### src/rtl/cmp2_tracker.sv
`timescale 1ns/1ps
`default_nettype none
// ============================================================================
// Module   : cmp2_tracker
// Purpose  : Sequential controller for a 2-bit magnitude comparator. On an
//            accepted start it latches the target onto B. It then steps the
//            position register (driven on A) by +/-1 per decision until the
//            comparator reports Eq. Inconsistent flags, running off the end
//            of the 2-bit range, or exceeding the step budget raise err.
// Ports    : clk            rising-edge clock
//            rst_n          asynchronous reset, active low
//            start          begin a run (sampled in IDLE, DONE, ERR)
//            target[1:0]    destination value, latched on accepted start
//            Eq, Gt, Lt     comparator flags (A==B, A>B, A<B)
//            A[1:0]         position register, to comparator A
//            B[1:0]         latched target, to comparator B
//            busy           high while in SETTLE or DECIDE
//            done           one-cycle pulse when position reaches target
//            err            sticky error, cleared by next accepted start
//            steps[2:0]     steps taken in current/last run
// Revision : 1.0 - initial release
// ============================================================================
module cmp2_tracker #(
    parameter int         SETTLE    = 1,
    parameter int         MAX_STEPS = 3,
    parameter logic [1:0] INIT_POS  = 2'd0
) (
    input  logic       clk,
    input  logic       rst_n,
    input  logic       start,
    input  logic [1:0] target,
    input  logic       Eq,
    input  logic       Gt,
    input  logic       Lt,
    output logic [1:0] A,
    output logic [1:0] B,
    output logic       busy,
    output logic       done,
    output logic       err,
    output logic [2:0] steps
);

    localparam int          CW          = (SETTLE < 2) ? 1 : $clog2(SETTLE + 1);
    localparam logic [CW-1:0] c_settle  = CW'(SETTLE);
    localparam logic [2:0]  c_max_steps = 3'(MAX_STEPS);

    localparam logic [2:0] c_st_idle   = 3'd0;
    localparam logic [2:0] c_st_settle = 3'd1;
    localparam logic [2:0] c_st_decide = 3'd2;
    localparam logic [2:0] c_st_done   = 3'd3;
    localparam logic [2:0] c_st_err    = 3'd4;

    logic [2:0]    r_state;
    logic [1:0]    r_a;
    logic [1:0]    r_b;
    logic [2:0]    r_steps;
    logic [CW-1:0] r_cnt;
    logic          r_busy;
    logic          r_done;
    logic          r_err;

    logic [2:0]    w_state_nxt;
    logic [1:0]    w_a_nxt;
    logic [1:0]    w_b_nxt;
    logic [2:0]    w_steps_nxt;
    logic [CW-1:0] w_cnt_nxt;
    logic [2:0]    w_flags;

    assign w_flags = {Eq, Gt, Lt};

    always_comb begin
        w_state_nxt = r_state;
        w_a_nxt     = r_a;
        w_b_nxt     = r_b;
        w_steps_nxt = r_steps;
        w_cnt_nxt   = r_cnt;
        case (r_state)
            c_st_idle, c_st_done, c_st_err: begin
                if (start) begin
                    w_state_nxt = c_st_settle;
                    w_b_nxt     = target;
                    w_steps_nxt = 3'd0;
                    w_cnt_nxt   = c_settle;
                end else if (r_state == c_st_done) begin
                    w_state_nxt = c_st_idle;
                end
            end
            c_st_settle: begin
                // Counter is loaded with SETTLE; leaving at 1 gives exactly SETTLE cycles here.
                if (r_cnt <= CW'(1)) begin
                    w_state_nxt = c_st_decide;
                end else begin
                    w_cnt_nxt = r_cnt - CW'(1);
                end
            end
            c_st_decide: begin
                // A and steps are left untouched on every path into ERR.
                case (w_flags)
                    3'b100: w_state_nxt = c_st_done;
                    3'b001: begin
                        if (r_a == 2'd3 || r_steps == c_max_steps) begin
                            w_state_nxt = c_st_err;
                        end else begin
                            w_a_nxt     = r_a + 2'd1;
                            w_steps_nxt = r_steps + 3'd1;
                            w_cnt_nxt   = c_settle;
                            w_state_nxt = c_st_settle;
                        end
                    end
                    3'b010: begin
                        if (r_a == 2'd0 || r_steps == c_max_steps) begin
                            w_state_nxt = c_st_err;
                        end else begin
                            w_a_nxt     = r_a - 2'd1;
                            w_steps_nxt = r_steps + 3'd1;
                            w_cnt_nxt   = c_settle;
                            w_state_nxt = c_st_settle;
                        end
                    end
                    default: w_state_nxt = c_st_err;
                endcase
            end
            default: w_state_nxt = c_st_idle;
        endcase
    end

    // Status flags are registered decodes of the next state so they line up
    // with the state register and carry no combinational path from inputs.
    always_ff @(posedge clk or negedge rst_n) begin
        if (!rst_n) begin
            r_state <= c_st_idle;
            r_a     <= INIT_POS;
            r_b     <= 2'd0;
            r_steps <= 3'd0;
            r_cnt   <= '0;
            r_busy  <= 1'b0;
            r_done  <= 1'b0;
            r_err   <= 1'b0;
        end else begin
            r_state <= w_state_nxt;
            r_a     <= w_a_nxt;
            r_b     <= w_b_nxt;
            r_steps <= w_steps_nxt;
            r_cnt   <= w_cnt_nxt;
            r_busy  <= (w_state_nxt == c_st_settle) || (w_state_nxt == c_st_decide);
            r_done  <= (w_state_nxt == c_st_done);
            r_err   <= (w_state_nxt == c_st_err);
        end
    end

    assign A     = r_a;
    assign B     = r_b;
    assign busy  = r_busy;
    assign done  = r_done;
    assign err   = r_err;
    assign steps = r_steps;

endmodule
`default_nettype wire

### config.mk
export PLATFORM = sky130hd
export DESIGN_NAME = cmp2_tracker
export DESIGN_NICKNAME = d
export VERILOG_FILES = /design/src/rtl/cmp2_tracker.sv
export SDC_FILE = /design/constraint.sdc
export NUM_CORES = 1
export LEC_CHECK = 0
export CAP_MARGIN = 20
export CORE_MARGIN = 2
export CORE_UTILIZATION = 27
export CTS_BUF_LIST = sky130_fd_sc_hd__clkbuf_8
export DETAILED_ROUTE_END_ITERATION = 8
export GPL_TIMING_DRIVEN = 0
export SKIP_CTS_REPAIR_TIMING = 1
export SYNTH_ARGS = -nofsm -noshare
export SYNTH_HDL_FRONTEND = slang
export SYNTH_SLANG_ARGS = --single-unit
### constraint.sdc
create_clock -name clk -period 4.3 [get_ports clk]
set_input_delay 1.29 -clock clk [delete_from_list [all_inputs] [get_ports clk]]
set_output_delay 1.29 -clock clk [all_outputs]
set_load 0.03 [all_outputs]
==> impl_metrics.csv, run 1 <==
group,metric,value,unit
floorplanning,start_util,0.280,
cells_and_area,utilization,0.384,
synth,synth-edff-count,0,
synth,synth-xor-area-share,0.0382,
sta,hold_viol,0,
clocking,cts.clk_slew.worst_paths,0.06,ns
global_routing,grt_pass1_wl,2260,um
placed_design,dpl.cell_count,105,
sta,holdWs,0.496,ns
cells_and_area,design_area,942,um2
cells_and_area,fin_cells,109,
floorplanning,die_x,54.5,um
synth,yosysMostFrequentCell,"dfrtp_1",
setup_path,worstReg2RegEnd,"steps[2]",
power,p_int,0.357,mW
setup_path,critPathMaxFanout,5,
synth,synth_top_area_frac,0.473,
global_routing,grt_antenna_before_repair,0,
clocking,clock_latency,0.25,ns
placed_design,port_buffers,17,
clocking,root_buffer,"clkbuf_8",
synth,yosysSeqAreaShare,0.473,
route,totalWireLength,1310,um
clocking,cts_buffers,3,
power,power_frac_clock,0.184,
route,wl_per_cell,12.1,um
sta,slew_headroom,0.607,
synth,synth_flop_cell,"dfrtp_1",
setup_path,reg2reg_slack,2.64,ns
power,pwr-share-comb,0.469,
job,max-cap-violations,0,
hold_path,worstHoldPathCells,1,
power,p_leak,0.406,nW
power,sw_frac_of_total,0.401,
floorplanning,rows,18,
setup_path,cp_cell_sequence,"clkdlybuf4s50_1",
route,vias_per_cell,4.72,
floorplanning,ios,18,
status,status,"complete, no violations",
route,drt_iter0_drc,11,
clocking,cts_tree,"yes",
global_routing,grt_usage,0.110,
sta,period_needed,2.68,ns
hold_path,min_path_type,"register to register",
clocking,htree_levels,1,
synth,netlist_area,688,um2
synth,syn_nets,68,
synth,yosys_warnings,0,
cells_and_area,nets,90,
cells_and_area,register_area,325,um2
sta,slew_violations,0,
global_routing,grt_max_degree,14,
clocking,clock_path_buffers,2,
placed_design,placed_cell_area,896,um2
clocking,clock-sinks,13,
power,p_total,0.596,mW
sta,fin_crit_sh,0.624,
global_routing,grt_overflow,0,
sta,clock.fmax,373,MHz
synth,synthMuxAreaShare,0.0436,
synth,async_flop_share,1.00,
cells_and_area,syn2layout_area_growth,36.9,%
setup_path,cp-end-kind,"output pin",
setup_path,cp.required,3.01,ns
cells_and_area,n_antenna_cell,0,
sta,rsz0062_at_grt,"no",
setup_path,slowest_stage,"clkdlybuf4s50_1",
synth,synth_compound_area_frac,0.200,
power,vdd_drop_max,431,uV
cells_and_area,drive_gt1_frac,0.165,
synth,synth_area_leaders,"dfrtp_1 (47%), mux2_4 (4.4%), ha_1 (3.6%)",
placed_design,hpwl,1010,um
cells_and_area,multi_input_area,344,um2
sta,worstMarginPinSlew,0.588,ns
route,remaining_drc_errors,0,
floorplanning,die_h,54.5,um
global_routing,grt_pass1_vias,502,
placed_design,gp_congestion,0.699,
route,drt-pass1-iter-count,4,
synth,synth_adder_area_share,0.0364,
setup_path,worst-path-buf-inv,1,
synth,netlist_top_cells_count,"dfrtp_1 (13), inv_1 (5), nor2_1 (5)",
setup_path,worstSetupStartpointType,"register",
synth,ys_ff_latch,13,
synth,avgSynthCellArea,11.9,um2
hold_path,hold_path_startpoint,"r_state[2]",
setup_path,arrival,1.39,ns
placed_design,dp_slack,1.52,ns
sta,setup_ws,1.62,ns
sta,setup_viol,0,
setup_path,critical_path_class,"register to output pin",
setup_path,r2r_cells,6,
synth,synth_top_cell_by_area,"dfrtp_1",
power,pwr-share-seq,0.347,
sta,fin_skew,0.00534,ns
setup_path,cp_top_family,"buffers and inverters",
sta,finalSetupTns,0,ns
setup_path,slowest_delay,0.71,ns
power,p_switching,0.239,mW
setup_path,reg2reg_from,"steps[0]",
floorplanning,die_area,2970,um2
synth,yosys.area_share.simple,0.182,
floorplanning,coreArea,2450,um2
cells_and_area,num-fill-cells,252,
route,antenna_left,0,
hold_path,worstHoldEndpoint,"r_state[1]",
route,vias,514,
power,cellPowerDensity,633,nW/um2
synth,synth_top_family_by_area,"compound AO/OA/AOI/OAI gates",
synth,synth_cell_types,29,
synth,syn_inst,58,
## sequential cells by signal, indices dropped and copies added (netlist names)
signal	count
B	2
r_state	3
err	1
steps	3
busy	1
done	1
A	2
## layer usage
metal	wire length, um	vias to the layer above	global-route usage
met5	0	-	0
met3	118	0	0.0601
met1	603	245	0.143
met4	0	0	0.0250
li1	-	252	-
met2	592	17	0.159
## power groups by stage
stage	combinational (mW)	sequential [mW]	clock, mW
final	0.280	0.207	0.110
after global routing	0.303	0.212	0.122
after CTS	0.283	0.207	0.114
after detailed placement	0.282	0.208	0
after global placement	0.277	0.208	0
after floorplan	0.127	0.265	0
## placed cells by master, fill, tap and decap left out, drive strengths merged, types with 2 or more instances in the layout
cell type,netlist,routed
clkdlybuf4s50,0,17
dfrtp,13,13
nor2,6,6
inv,5,5
a21oi,4,4
clkbuf,0,3
a211o,3,3
nor3b,2,2
nor2b,2,2
mux2,2,2
xor2,2,2
ha,2,2
nand2b,2,2
nor3,2,2
## worst max-delay path by stage
stage,cells after the start,slack [ns],endpoint,startpoint
2_1_floorplan,4,2.16,A[1],Lt
3_3_place_gp,5,1.57,steps[2],Lt
3_5_place_dp,5,1.52,steps[2],Lt
4_1_cts,1,1.61,A[0],A[0]
5_1_grt,1,1.56,A[0],A[0]
6_report,1,1.62,A[0],A[0]
## cell type report
type | instances | share of cell area
clock buffers | 3 | 0.0438
inverters | 5 | 0.0199
flip-flops and latches | 13 | 0.345
clock inverters | 1 | 0.00531
well taps | 30 | 0.0398
repair buffers | 17 | 0.181
multi-input cells | 40 | 0.365
## kinds of logic (layout without fill, tap and decap cells)
| group | count (synthesis) | in the layout |
|---|---|---|
| AOI/OAI and AO/OA | 16 | 16 |
| xor gates and xnor gates | 3 | 3 |
| adders and majority gates | 2 | 2 |
| buffers and inverters | 5 | 26 |
| DFF | 13 | 13 |
| muxes | 2 | 2 |
| and+or+nand+nor | 17 | 17 |
Note: power is estimated with default switching activity, not from simulation.
==> inputs of run 2 (changes only) <==
==> constraint.sdc (replaced) <==
create_clock -name clk -period 2.29 [get_ports clk]
set_input_delay 0.687 -clock clk [delete_from_list [all_inputs] [get_ports clk]]
set_output_delay 0.687 -clock clk [all_outputs]
set_load 0.03 [all_outputs]
==> results of run 2 <==
Same layout as run 1 (identical final DEF). Status: complete, no violations.
Among the figures that moved: setup slack after placement 1.52 ns -> 0.118 ns; setup slack after layout 1.62 ns -> 0.211 ns; register-to-register setup slack 2.64 ns -> 0.63 ns; total power 0.596 mW -> 1.12 mW; worst IR drop on VDD 431 uV -> 808 uV
==> inputs of run 3 (changes only) <==
==> constraint.sdc (replaced) <==
create_clock -name clk -period 2.29 [get_ports clk]
set_input_delay 0.687 -clock clk [delete_from_list [all_inputs] [get_ports clk]]
set_output_delay 0.687 -clock clk [all_outputs]
set_load 0.1 [all_outputs]
==> run 3 against run 2 <==
  * Cell count is the same
  * Combinational power grew 59%
  * Setup slack lost 0.066 ns
  * Non-clock buffer count is the same
  * Clock power is essentially flat
  * Sequential power is essentially flat
  * Routed wire length grew 0.30%
  * Register-to-register slack is essentially flat
  * Critical endpoint unchanged
  * Highest routed layer unchanged
==> impl_metrics.csv, run 3 (synthesis results as in run 1) <==
group,metric,value,unit
floorplanning,die_area,2970,um2
sta,setup_viol,0,
sta,finalSetupTns,0,ns
route,totalWireLength,1320,um
placed_design,hpwl,1010,um
setup_path,critPathMaxFanout,5,
setup_path,slowest_delay,0.78,ns
cells_and_area,mostFrequentLayoutCell,"dfrtp_1",
route,remaining_drc_errors,0,
placed_design,gp_congestion,0.699,
setup_path,cp_cell_sequence,"dlymetal6s2s_1",
global_routing,grt_max_degree,14,
cells_and_area,nets,90,
global_routing,grt_overflow,0,
sta,hold_viol,0,
power,vdd_drop_max,994,uV
power,p_total,1.43,mW
clocking,cts.clk_slew.worst_paths,0.06,ns
sta,period_needed,2.14,ns
clocking,clock_latency,0.25,ns
clocking,cts_buffers,3,
power,pwr-share-comb,0.585,
clocking,htree_levels,1,
power,p_switching,0.761,mW
setup_path,worstSetupStartpointType,"register",
floorplanning,die_x,54.5,um
clocking,cts_tree,"yes",
cells_and_area,n_antenna_cell,0,
power,cellPowerDensity,1470,nW/um2
sta,fin_crit_sh,0.937,
sta,slew_violations,0,
clocking,root_buffer,"clkbuf_8",
setup_path,critical_path_class,"register to output pin",
route,antenna_left,0,
sta,setup_ws,0.145,ns
sta,clock.fmax,466,MHz
placed_design,port_buffers,17,
cells_and_area,drive_gt1_frac,0.165,
sta,rsz0062_at_grt,"no",
floorplanning,die_h,54.5,um
cells_and_area,layout_common_cells,"dfrtp_1 (13), dlymetal6s2s_1 (10), clkdlybuf4s50_1 (7), inv_1 (5), nor2_1 (5)",
route,wl_per_cell,12.1,um
clocking,clock-sinks,13,
setup_path,cp-end-kind,"output pin",
power,power_frac_clock,0.144,
job,max-cap-violations,0,
global_routing,grt_usage,0.110,
setup_path,cp.required,1.60,ns
global_routing,grt_antenna_before_repair,0,
setup_path,worst-path-buf-inv,1,
global_routing,grt_pass1_vias,502,
route,drt_iter0_drc,9,
floorplanning,coreArea,2450,um2
sta,worstMarginPinSlew,0.980,ns
setup_path,cp_top_family,"buffers and inverters",
sta,fin_skew,0.00502,ns
route,vias,518,
floorplanning,ios,18,
power,p_leak,0.549,nW
placed_design,dp_slack,0.00380,ns
route,drt-pass1-iter-count,4,
setup_path,slowest_stage,"dlymetal6s2s_1",
cells_and_area,fin_cells,109,
sta,slew_headroom,0.345,
setup_path,arrival,1.46,ns
power,p_int,0.664,mW
clocking,clock_path_buffers,2,
status,status,"complete, no violations",
global_routing,grt_pass1_wl,2260,um
floorplanning,start_util,0.280,
cells_and_area,syn2layout_area_growth,40.5,%
placed_design,dpl.cell_count,105,
floorplanning,rows,18,
route,vias_per_cell,4.75,
power,sw_frac_of_total,0.534,
power,pwr-share-seq,0.271,
hold_path,min_path_type,"register to register",
[run 3: cell count changes in the layout (fill, tap and decap cells not counted)]
cell,delta
dlymetal6s2s_1,+10
clkdlybuf4s50_1,-10
[run 3: final timing paths]
path / startpoint / end / slack (ns) / depth (start not counted)
worst max-delay path: A[0] / A[0] / 0.15 / 1
worst min-delay path: r_state[2] / r_state[1] / 0.50 / 1
worst max register to register: steps[0] / steps[2] / 0.64 / 6
worst min register to register: r_state[2] / r_state[1] / 0.50 / 1
max in group asynchronous: rst_n / A[1] / 1.09 / 1
min in group asynchronous: rst_n / r_state[1] / 0.82 / 1
[run 3: cell type report]
class                      count  area (um2)
clock buffer                   3        41.3
clock inverter                 1        5.00
fill                         248        1490
inverter                       5        18.8
multi-input combinational     40         344
sequential                    13         325
tap                           30        37.5
timing repair buffer          17         195
[run 3: per-stage QoR]
| step | hold WS [ns] | instance area, um2 | util |
|---|---|---|---|
| 3_5_place_dp | 0.498 | 896 | 0.365 |
| 2_1_floorplan | 0.391 | 688 | - |
| 5_1_grt | 0.524 | 967 | 0.394 |
| 4_1_cts | 0.500 | 942 | 0.384 |
| 6_report | 0.497 | 967 | 0.394 |
| 3_3_place_gp | 0.500 | 896 | 0.365 |
[run 3: power by group through the flow]
| stage | sequential, mW | clock, mW | combinational (mW) |
|---|---|---|---|
| 4_1_cts | 0.389 | 0.214 | 0.846 |
| 6_report | 0.386 | 0.206 | 0.834 |
| 5_1_grt | 0.395 | 0.230 | 0.875 |
| 3_5_place_dp | 0.391 | 0 | 0.843 |
| 3_3_place_gp | 0.391 | 0 | 0.835 |
| 2_1_floorplan | 0.806 | 0 | 0.240 |
[run 3: per-layer routing]
layer	GRT usage	share of wire	vias up
met5	0	0	-
li1	-	-	253
met3	0.0601	0.094	0
met2	0.159	0.45	21
met4	0.0250	0	0
met1	0.143	0.45	244
